## src/rtl/dtcore32_mem_arbiter.sv

```systemverilog
// rtl/dtcore32_mem_arbiter.sv - shares one single-ported memory bus between fetch and data ports
// One transaction in flight; registered bus outputs, per-port ack/err, fetch starvation guard, bus timeout.
module dtcore32_mem_arbiter #(
  parameter int ADDR_WIDTH     = 32,
  parameter int DATA_WIDTH     = 32,
  parameter int MAX_IF_STARVE  = 4,
  parameter int TIMEOUT_CYCLES = 255
) (
  input  logic                    clk_i,
  input  logic                    rst_i,
  input  logic                    imem_req_i,
  input  logic [ADDR_WIDTH-1:0]   imem_addr_i,
  output logic [DATA_WIDTH-1:0]   imem_rdata_o,
  output logic                    imem_ack_o,
  output logic                    imem_err_o,
  input  logic                    dmem_req_i,
  input  logic                    dmem_we_i,
  input  logic [DATA_WIDTH/8-1:0] dmem_wstrb_i,
  input  logic [ADDR_WIDTH-1:0]   dmem_addr_i,
  input  logic [DATA_WIDTH-1:0]   dmem_wdata_i,
  output logic [DATA_WIDTH-1:0]   dmem_rdata_o,
  output logic                    dmem_ack_o,
  output logic                    dmem_err_o,
  output logic                    bus_req_o,
  output logic                    bus_we_o,
  output logic [DATA_WIDTH/8-1:0] bus_wstrb_o,
  output logic [ADDR_WIDTH-1:0]   bus_addr_o,
  output logic [DATA_WIDTH-1:0]   bus_wdata_o,
  input  logic [DATA_WIDTH-1:0]   bus_rdata_i,
  input  logic                    bus_ack_i
);

  localparam int STRB_WIDTH   = DATA_WIDTH / 8;
  localparam int STARVE_WIDTH = $clog2(MAX_IF_STARVE + 1);
  localparam int TIMER_WIDTH  = $clog2(TIMEOUT_CYCLES + 1);

  localparam logic [STARVE_WIDTH-1:0] STARVE_LIMIT = STARVE_WIDTH'(MAX_IF_STARVE);
  localparam logic [TIMER_WIDTH-1:0]  TIMER_LAST   = TIMER_WIDTH'(TIMEOUT_CYCLES - 1);

  typedef enum logic [1:0] {
    IDLE = 2'd0,
    IBUS = 2'd1,
    DBUS = 2'd2,
    RESP = 2'd3
  } state_t;

  state_t                  state;
  logic [STARVE_WIDTH-1:0] starve_cnt;
  logic [TIMER_WIDTH-1:0]  timer_cnt;

  logic                  pick_data;
  logic                  bus_done;
  logic                  resp_err;
  logic [DATA_WIDTH-1:0] resp_data;

  // Data wins unless a waiting fetch has already been passed over MAX_IF_STARVE times.
  assign pick_data = dmem_req_i & (~imem_req_i | (starve_cnt < STARVE_LIMIT));

  // A bus cycle ends on ack or when the timer reaches its last count; ack wins a tie.
  assign bus_done  = bus_ack_i | (timer_cnt == TIMER_LAST);
  assign resp_err  = ~bus_ack_i;
  assign resp_data = bus_ack_i ? bus_rdata_i : '0;

  always_ff @(posedge clk_i or posedge rst_i) begin
    if (rst_i) begin
      state        <= IDLE;
      starve_cnt   <= '0;
      timer_cnt    <= '0;
      bus_req_o    <= 1'b0;
      bus_we_o     <= 1'b0;
      bus_wstrb_o  <= '0;
      bus_addr_o   <= '0;
      bus_wdata_o  <= '0;
      imem_rdata_o <= '0;
      imem_ack_o   <= 1'b0;
      imem_err_o   <= 1'b0;
      dmem_rdata_o <= '0;
      dmem_ack_o   <= 1'b0;
      dmem_err_o   <= 1'b0;
    end else begin
      imem_ack_o <= 1'b0;
      imem_err_o <= 1'b0;
      dmem_ack_o <= 1'b0;
      dmem_err_o <= 1'b0;

      case (state)
        IDLE: begin
          timer_cnt <= '0;
          if (pick_data) begin
            state       <= DBUS;
            bus_req_o   <= 1'b1;
            bus_we_o    <= dmem_we_i;
            bus_wstrb_o <= dmem_we_i ? dmem_wstrb_i : {STRB_WIDTH{1'b0}};
            bus_addr_o  <= dmem_addr_i;
            bus_wdata_o <= dmem_wdata_i;
            if (imem_req_i && (starve_cnt != STARVE_LIMIT)) begin
              starve_cnt <= starve_cnt + 1'b1;
            end
          end else if (imem_req_i) begin
            state       <= IBUS;
            bus_req_o   <= 1'b1;
            bus_we_o    <= 1'b0;
            bus_wstrb_o <= '0;
            bus_addr_o  <= imem_addr_i;
            bus_wdata_o <= '0;
            starve_cnt  <= '0;
          end
        end

        IBUS, DBUS: begin
          if (bus_done) begin
            state     <= RESP;
            bus_req_o <= 1'b0;
            if (state == DBUS) begin
              dmem_ack_o   <= 1'b1;
              dmem_err_o   <= resp_err;
              dmem_rdata_o <= resp_data;
            end else begin
              imem_ack_o   <= 1'b1;
              imem_err_o   <= resp_err;
              imem_rdata_o <= resp_data;
            end
          end else begin
            timer_cnt <= timer_cnt + 1'b1;
          end
        end

        // The requester sees its ack this cycle and drops its request, so no new decision here.
        RESP: begin
          state <= IDLE;
        end

        default: begin
          state     <= IDLE;
          bus_req_o <= 1'b0;
        end
      endcase
    end
  end

endmodule

```

## config.mk

```make
export PLATFORM = sky130hd
export DESIGN_NAME = dtcore32_mem_arbiter
export DESIGN_NICKNAME = d
export VERILOG_FILES = /design/src/rtl/dtcore32_mem_arbiter.sv
export SDC_FILE = /design/constraint.sdc
export NUM_CORES = 1
export LEC_CHECK = 0
export CAP_MARGIN = 5
export CORE_MARGIN = 2
export CORE_UTILIZATION = 45
export CTS_CLUSTER_SIZE = 12
export DETAILED_ROUTE_END_ITERATION = 7
export PLACE_DENSITY = 0.95
export RECOVER_POWER = 25
export REMOVE_ABC_BUFFERS = 1
export SKIP_CTS_REPAIR_TIMING = 1
export SYNTH_ARGS = -nofsm -noshare
export SYNTH_HDL_FRONTEND = slang
export SYNTH_SLANG_ARGS = --single-unit
```

## constraint.sdc

```tcl
create_clock -name clk_i -period 9.8 [get_ports clk_i]
set_clock_uncertainty 0.05 [all_clocks]
set_input_delay 1.96 -clock clk_i [delete_from_list [all_inputs] [get_ports clk_i]]
set_output_delay 1.96 -clock clk_i [all_outputs]
set_load 0.005 [all_outputs]
```

Word level (Yosys, flattened, before mapping). Index checks and enable logic that the tools add are counted.

Bits in registers: 151. Bits of input ports: 138. Output and inout port bits: 138. Word-level logic and storage cells: 79.

Add/sub/neg operators: 2. Order comparisons: 1. Eq/ne operators: 9. Mux-type cells: 35. Bitwise logic cells: 6. Reduce and logical (&&, ||, !) cells: 12.

Operators with widths (number): $mux 32 (5); $mux 1 (17); $pmux 8 s2 (1); $mux 4 (3); $reduce_and 3->1 (4); $mux 3 (3); $add 8x1->8 const B (1); $eq 8x8->1 const B (1); $mux 8 (1); $mux 2 (3); $ne 3x3->1 const B (2); $pmux 2 s3 (1); $reduce_and 2->1 (3); $eq 2x2->1 const B (2); $ne 2x2->1 const B (2); $reduce_bool 2->1 (2); $add 3x1->3 const B (1); $lt 3x3->1 const B (1); $not 1->1 (3); $eq 2x1->1 const B (1); $logic_not 2->1 (1); $ne 2x1->1 const B (1); $or 1x1->1 (2); $pmux 1 s2 (1); 3 further kinds (3).

Depth between registers and ports, before layout.
Word-level depth: 5. Mapped depth: 8. Mapped depth without buffers: 6.

Worst setup path after synthesis. Ideal clock, no wire load.

Path type: in2reg. From: input bus_ack_i. To: register timer_cnt[6]. Setup time: 0.127 ns. Arrival time: 2.877 ns. Data required time: 9.623 ns. Slack: 6.746 ns. Stages: 4. Path buffers: 0. Cell sequence: nand2b_1 or4_4 a221oi_2 a21oi_1.

Word-level cells in the longest chain between the ends: 3.

Ends and longest elaborated chain: start, declared (line 30) `input logic bus_ack_i`; $or 1x1->1 (line 60) `assign bus_done = bus_ack_i | (timer_cnt == TIMER_LAST);`; $ne 2x2->1 (no line); $reduce_and 2->1 (no line); end signal, assigned (line 124) `timer_cnt <= timer_cnt + 1'b1;`; end, declared (line 49) `logic [TIMER_WIDTH-1:0] timer_cnt;`.

Every way passes these cells. A chain may end at the register's enable or synchronous reset.

==> reports/metrics.cfg <==
[global_routing]
grt_pass1_wl_mm = 27.89
grt_start_max_net_pins = 77
antenna_found_initial = 1
grt_overflow = 0
grt_pass1_vias = 5211
track_usage = 0.2522

[die]
die_h_um = 120.2
rows = 42
design.core.area_um2 = 13190
fp.dieArea_um2 = 14450
die-width_um = 120.2
initial_core_util = 0.4607
io_pins = 276

[layout]
nets = 948
fillCellCount = 866
final_area_um2 = 9593
finalNonFillerCells = 994
area_growth_pct = 57.85
drive_above_1_share = 0.05875

[yosys]
synth_edf_count = 0
yosys.area.top_type_share = 0.6218
synth.area.top_cells = dfrtp_1, a22o_1, nand2_1
yosysMostFrequentCell = dfrtp_1
synthFlopType = dfrtp_1
syn_inst = 540
synth.cell_area_um2 = 6077
ys_warn_count = 0
yosys.area.top_type = dfrtp_1
synth-seq-area-share = 0.6218
async_reset_ff_frac = 1.000
synthTopCellsByCount = dfrtp_1, nand2_1, o21ai_0, a22o_1, mux2i_1
avgSynthCellArea_um2 = 11.25
synthDistinctLibCells = 35
ys_ff_latch = 151

[worst_setup_path]
arrival_ps = 5400
cp-end-kind = asynchronous set/reset pin
crit_fanout = 76
cp.required_ps = 10180
startpoint_type = input port
critical_path_class = in2async

[detailed_routing]
drc = 0
drt-met1-wl_mm = 6.698
firstDrtPassIters = 5
vias = 5237
routed-wl-met2_mm = 8.649
wirelength_mm = 17.60
wl_met3_mm = 1.639
viasPerCell = 5.269
drt-wirelength-per-cell_um = 17.71
postRouteAntennaNets = 0
highest_layer = met4
first_iter_violations = 412

[sta]
slew_violations = 111
rsz0062_at_grt = no
setup_tns_ps = 0
finalSetupViolCount = 0
fmax_mhz = 199.0
final.min_clock_period_ps = 5026
slew_headroom = -1.220
post-route-period-util = 0.5129
hold_viol = 0
worst_slew_pin_slew_ps = 3311

[run]
drv_cap = 2

[run_status]
outcome = complete, but fails checks
violations = max-capacitance violations, max-slew violations

[power_and_ir_drop]
ir_drop_mv = 0.1293
switching_share = 0.3169
cellInternalPower_uw = 1993
cellLeakagePower_uw = 0.004217
pwr-share-comb = 0.406
cellPowerDensity_nw_per_um2 = 304.2
power.share.clock = 0.234
p_seq_frac = 0.360
p_sw_uw = 924.6

[place]
dpl.hpwl_mm = 12.35
place_congestion = 0.7889
placed_area_um2 = 8979
dp_cells = 961
numPortBuffers = 275

[clocking]
cts_root_buf = clkbuf_16
clk_pin_slew_ps = 60
htreeDepth = 4
cts_buffers = 17
clockBufferDepth = 2
cts_sinks = 151
insertion_delay_ps = 420
cts_tree = yes

[min_path]
hold_class = reg2reg

## area by class of cell
class | instances | area (um2) | share of cell area
inverter | 11 | 42.54 | 0.004435
sequential | 151 | 3779 | 0.3939
tap | 176 | 220.2 | 0.02296
clock inverter | 12 | 166.4 | 0.01735
multi-input combinational | 340 | 2117 | 0.2207
antenna | 1 | 2.502 | 0.0002609
clock buffer | 20 | 456.7 | 0.04761
timing repair buffer | 283 | 2809 | 0.2928
## worst paths after layout
kind	from	to	slack [ps]	depth (start not counted)
hold reg to reg	bus_addr_o[18]	bus_addr_o[18]	430	2
setup / recovery	rst_i	dmem_rdata_o[30]	4770	3
hold / removal	bus_addr_o[18]	bus_addr_o[18]	430	2
min in group asynchronous	rst_i	bus_wdata_o[7]	2940	2
max in group clk_i	bus_ack_i	imem_rdata_o[10]	5850	4
setup reg to reg	timer_cnt[0]	imem_rdata_o[10]	7030	7
## sequential cells by signal, summed over array words and instances, names as in the netlist, 2 cells and up
signal and count:
bus_addr_o 32, bus_wdata_o 32, dmem_rdata_o 32, imem_rdata_o 32
timer_cnt 8, bus_wstrb_o 4, starve_cnt 3, state 2
## stage by stage
stage	hold slack, ps	total power (uW)	utilization	worst slack, ps
2_1_floorplan	409.9	1514	-	3674
3_3_place_gp	411.1	2186	0.6807	5762
3_5_place_dp	419.0	2238	0.6807	5647
4_1_cts	432.6	2939	0.7279	6088
5_1_grt	451.2	3098	0.7273	4134
6_report	427.5	2918	0.7273	4774
## cell usage in the layout (no fill, tap or decap), types with 2 or more instances in the layout
cell type / n
a21oi_1: 4
a22o_1: 64
buf_4: 7
bufinv_16: 3
clkbuf_1: 2
clkbuf_16: 17
clkbuf_8: 2
clkdlybuf4s50_1: 273
clkinv_4: 4
dfrtp_1: 151
dlygate4sd3_1: 2
ha_1: 6
inv_1: 10
inv_6: 2
mux2i_1: 36
nand2_1: 112
nand2b_1: 2
nand3_1: 8
nand4_1: 3
nor2_1: 6
nor4_1: 2
o211ai_1: 2
o21ai_0: 76
## worst max-delay path, cell delays in order
cell           delay [ps]
dlygate4sd3_1         570
clkinvlp_2           1870
buf_4                 970
## per-layer routing
layer,up-vias,track usage
met2,245,0.4208
met3,42,0.09009
met1,2518,0.2918
met4,0,0.1156
li1,2432,-
met5,-,0
## power by group through the flow
stage               combinational (uW)  clock [uW]  sequential (uW)
finish                            1180         682             1050
global route                      1290         727             1080
CTS                               1200         691             1050
detailed placement                1190           0             1050
global placement                  1150           0             1040
floorplan                          462           0             1050
## cells by family (layout without fill, tap and decap cells)
kind of cell	after synthesis	after routing	synth area share
other cells	0	1	0
flops	151	151	0.6218
simple gates	142	142	0.09759
fa+ha+maj	6	6	0.01235
compound gates	156	156	0.1752
buf+inv	49	326	0.03377
mux	36	36	0.05930
Note: power is estimated with default switching activity, not from simulation.
==> patch (same settings) <==
`MAX_IF_STARVE`: 4 -> 2.
--- a/src/rtl/dtcore32_mem_arbiter.sv
+++ b/src/rtl/dtcore32_mem_arbiter.sv
@@ -5,3 +5,3 @@
   parameter int DATA_WIDTH     = 32,
-  parameter int MAX_IF_STARVE  = 4,
+  parameter int MAX_IF_STARVE  = 2,
   parameter int TIMEOUT_CYCLES = 255
Behaviour: same outputs for any inputs over 4 cycles, from zero or initial values and one cycle with rst_i high; that may be too few to reach the edited logic, so the function may still have changed.
==> patch against the original RTL <==
The flow still finishes with violations (capacitance limit, slew limit); wire length rose by 0.61%; first-iteration DRC count down 28%; critical path depth unchanged; final area down 2.5%; global-route usage is essentially flat; power fell by 0.77%; non-clock buffer count decreased by 3; synthesized cell count decreased by 16%; area after synthesis is 1.8% lower; setup slack better by 0.068 ns; sequential cell count decreased by 1; sequential share of layout area up 0.75 points; register-to-register slack worse by 0.13 ns.
==> patch: results (changes against the original RTL) <==
| Metric | Value |
|---|---|
| Result of the run | `finished, violations left` |
| Failing checks | `capacitance limit, slew limit` |
| Commonest cells in the netlist | `sky130_fd_sc_hd__dfrtp_1 (150), sky130_fd_sc_hd__a22o_1 (97), sky130_fd_sc_hd__nand2_1 (41), sky130_fd_sc_hd__o21ai_0 (37), sky130_fd_sc_hd__mux2i_1 (35)` |
| Fraction of the mapped netlist area in adder cells | `0.0105 (-0.00188)` |
| R2r setup slk | `6.90 ns (-0.13 ns)` |
| Signal arrival time at the worst endpoint | `5.29 ns (-0.11 ns)` |
| Parity-gate share of the synthesized area counting xor and xnor cells | `0.00147 (+0.00147)` |
| Proportion of synthesized chip area in sequential cells | `0.629 (+0.00688)` |
| Endpoint of the worst-slack reg-to-reg timing path | `dmem_rdata_o[27]` |
| Final-report max-slew violation count | `67 (-40%)` |
| Placer Congestion | `0.823 (+4.3%)` |
| Max Cap Viol | `1 (-1)` |
| Total leakage power | `4.17 nW (-1.2%)` |
| Hold_sp | `bus_addr_o[5]` |
| Cell count after placement | `879 (-8.5%)` |
| Post-layout instance count excluding filler cells | `912 (-8.2%)` |
| Maximum operating frequency | `0.202 GHz (+1.4%)` |
| FF-to-FF path depth | `6 (-1)` |
| Maximum number of pins on one net before global-route repair | `94 (+22%)` |
| Highest cell delay on the worst timing path | `1.63 ns (-0.24 ns)` |
| DRC violation total after the first TritonRoute iteration | `295 (-28%)` |
| Maximum resistive drop on vdd | `0.171 mV (+32%)` |
| Pre-antenna DRT Iters | `4 (-1)` |
| Count of cell types in the netlist | `37 (+5.7%)` |
| Compound-cell area share of the yosys netlist | `0.205 (+0.0293)` |
| Gate count after technology mapping | `456 (-16%)` |
| Wire length of the first global-routing pass | `27700 µm (-0.64%)` |
| Max Fanout on Critical Path | `85 (+12%)` |
| Share of cell area taken by muxes after synthesis | `0.0587 (-0.000620)` |
[patch: changes by cell type after synthesis, moves of 3 or more]
cell	delta
sky130_fd_sc_hd__inv_1	-3
sky130_fd_sc_hd__nand2_1	-71
sky130_fd_sc_hd__a22o_1	+33
sky130_fd_sc_hd__a21oi_1	+3
sky130_fd_sc_hd__nand3_1	-3
sky130_fd_sc_hd__clkbuf_1	-17
sky130_fd_sc_hd__buf_6	+6
sky130_fd_sc_hd__buf_2	+5
sky130_fd_sc_hd__a32o_1	+4
sky130_fd_sc_hd__o21ai_0	-39
[patch: power groups by stage]
| stage | clock [mW] | combinational (mW) | sequential [mW] |
|---|---|---|---|
| 4_1_cts | 0.666 | 1.21 | 1.05 |
| 6_report | 0.651 | 1.19 | 1.06 |
| 2_1_floorplan | 0 | 0.490 | 1.06 |
| 3_5_place_dp | 0 | 1.20 | 1.06 |
| 5_1_grt | 0.692 | 1.28 | 1.08 |
| 3_3_place_gp | 0 | 1.16 | 1.04 |
[patch: logic make-up after synthesis]
group | count (synthesis)
compound gates | 157
buf+inv | 41
simple gates | 67
fa+ha+maj | 5
mux | 35
flops | 150
xor+xnor | 1
[patch: final cells by class]
cell class	count	area (µm²)	area share
Timing Repair Buffer	280	2790	0.298
Sequential cell	150	3750	0.401
Inverter	8	31.3	0.00334
Tap cell	176	220	0.0235
Multi-Input combinational cell	265	1960	0.210
Clock inverter	15	168	0.0179
Antenna cell	1	2.50	0.000268
Clock buffer	17	425	0.0455
[patch: routing by layer]
metal / part of all wire / track usage
met1: 0.40 / 0.309
met2: 0.49 / 0.405
met3: 0.080 / 0.0805
met4: 0.030 / 0.119
met5: 0 / 0
[patch: worst max-delay path: cells and delay by family]
family | cells | cell delay [ns]
buf+inv | 3 | 3.19
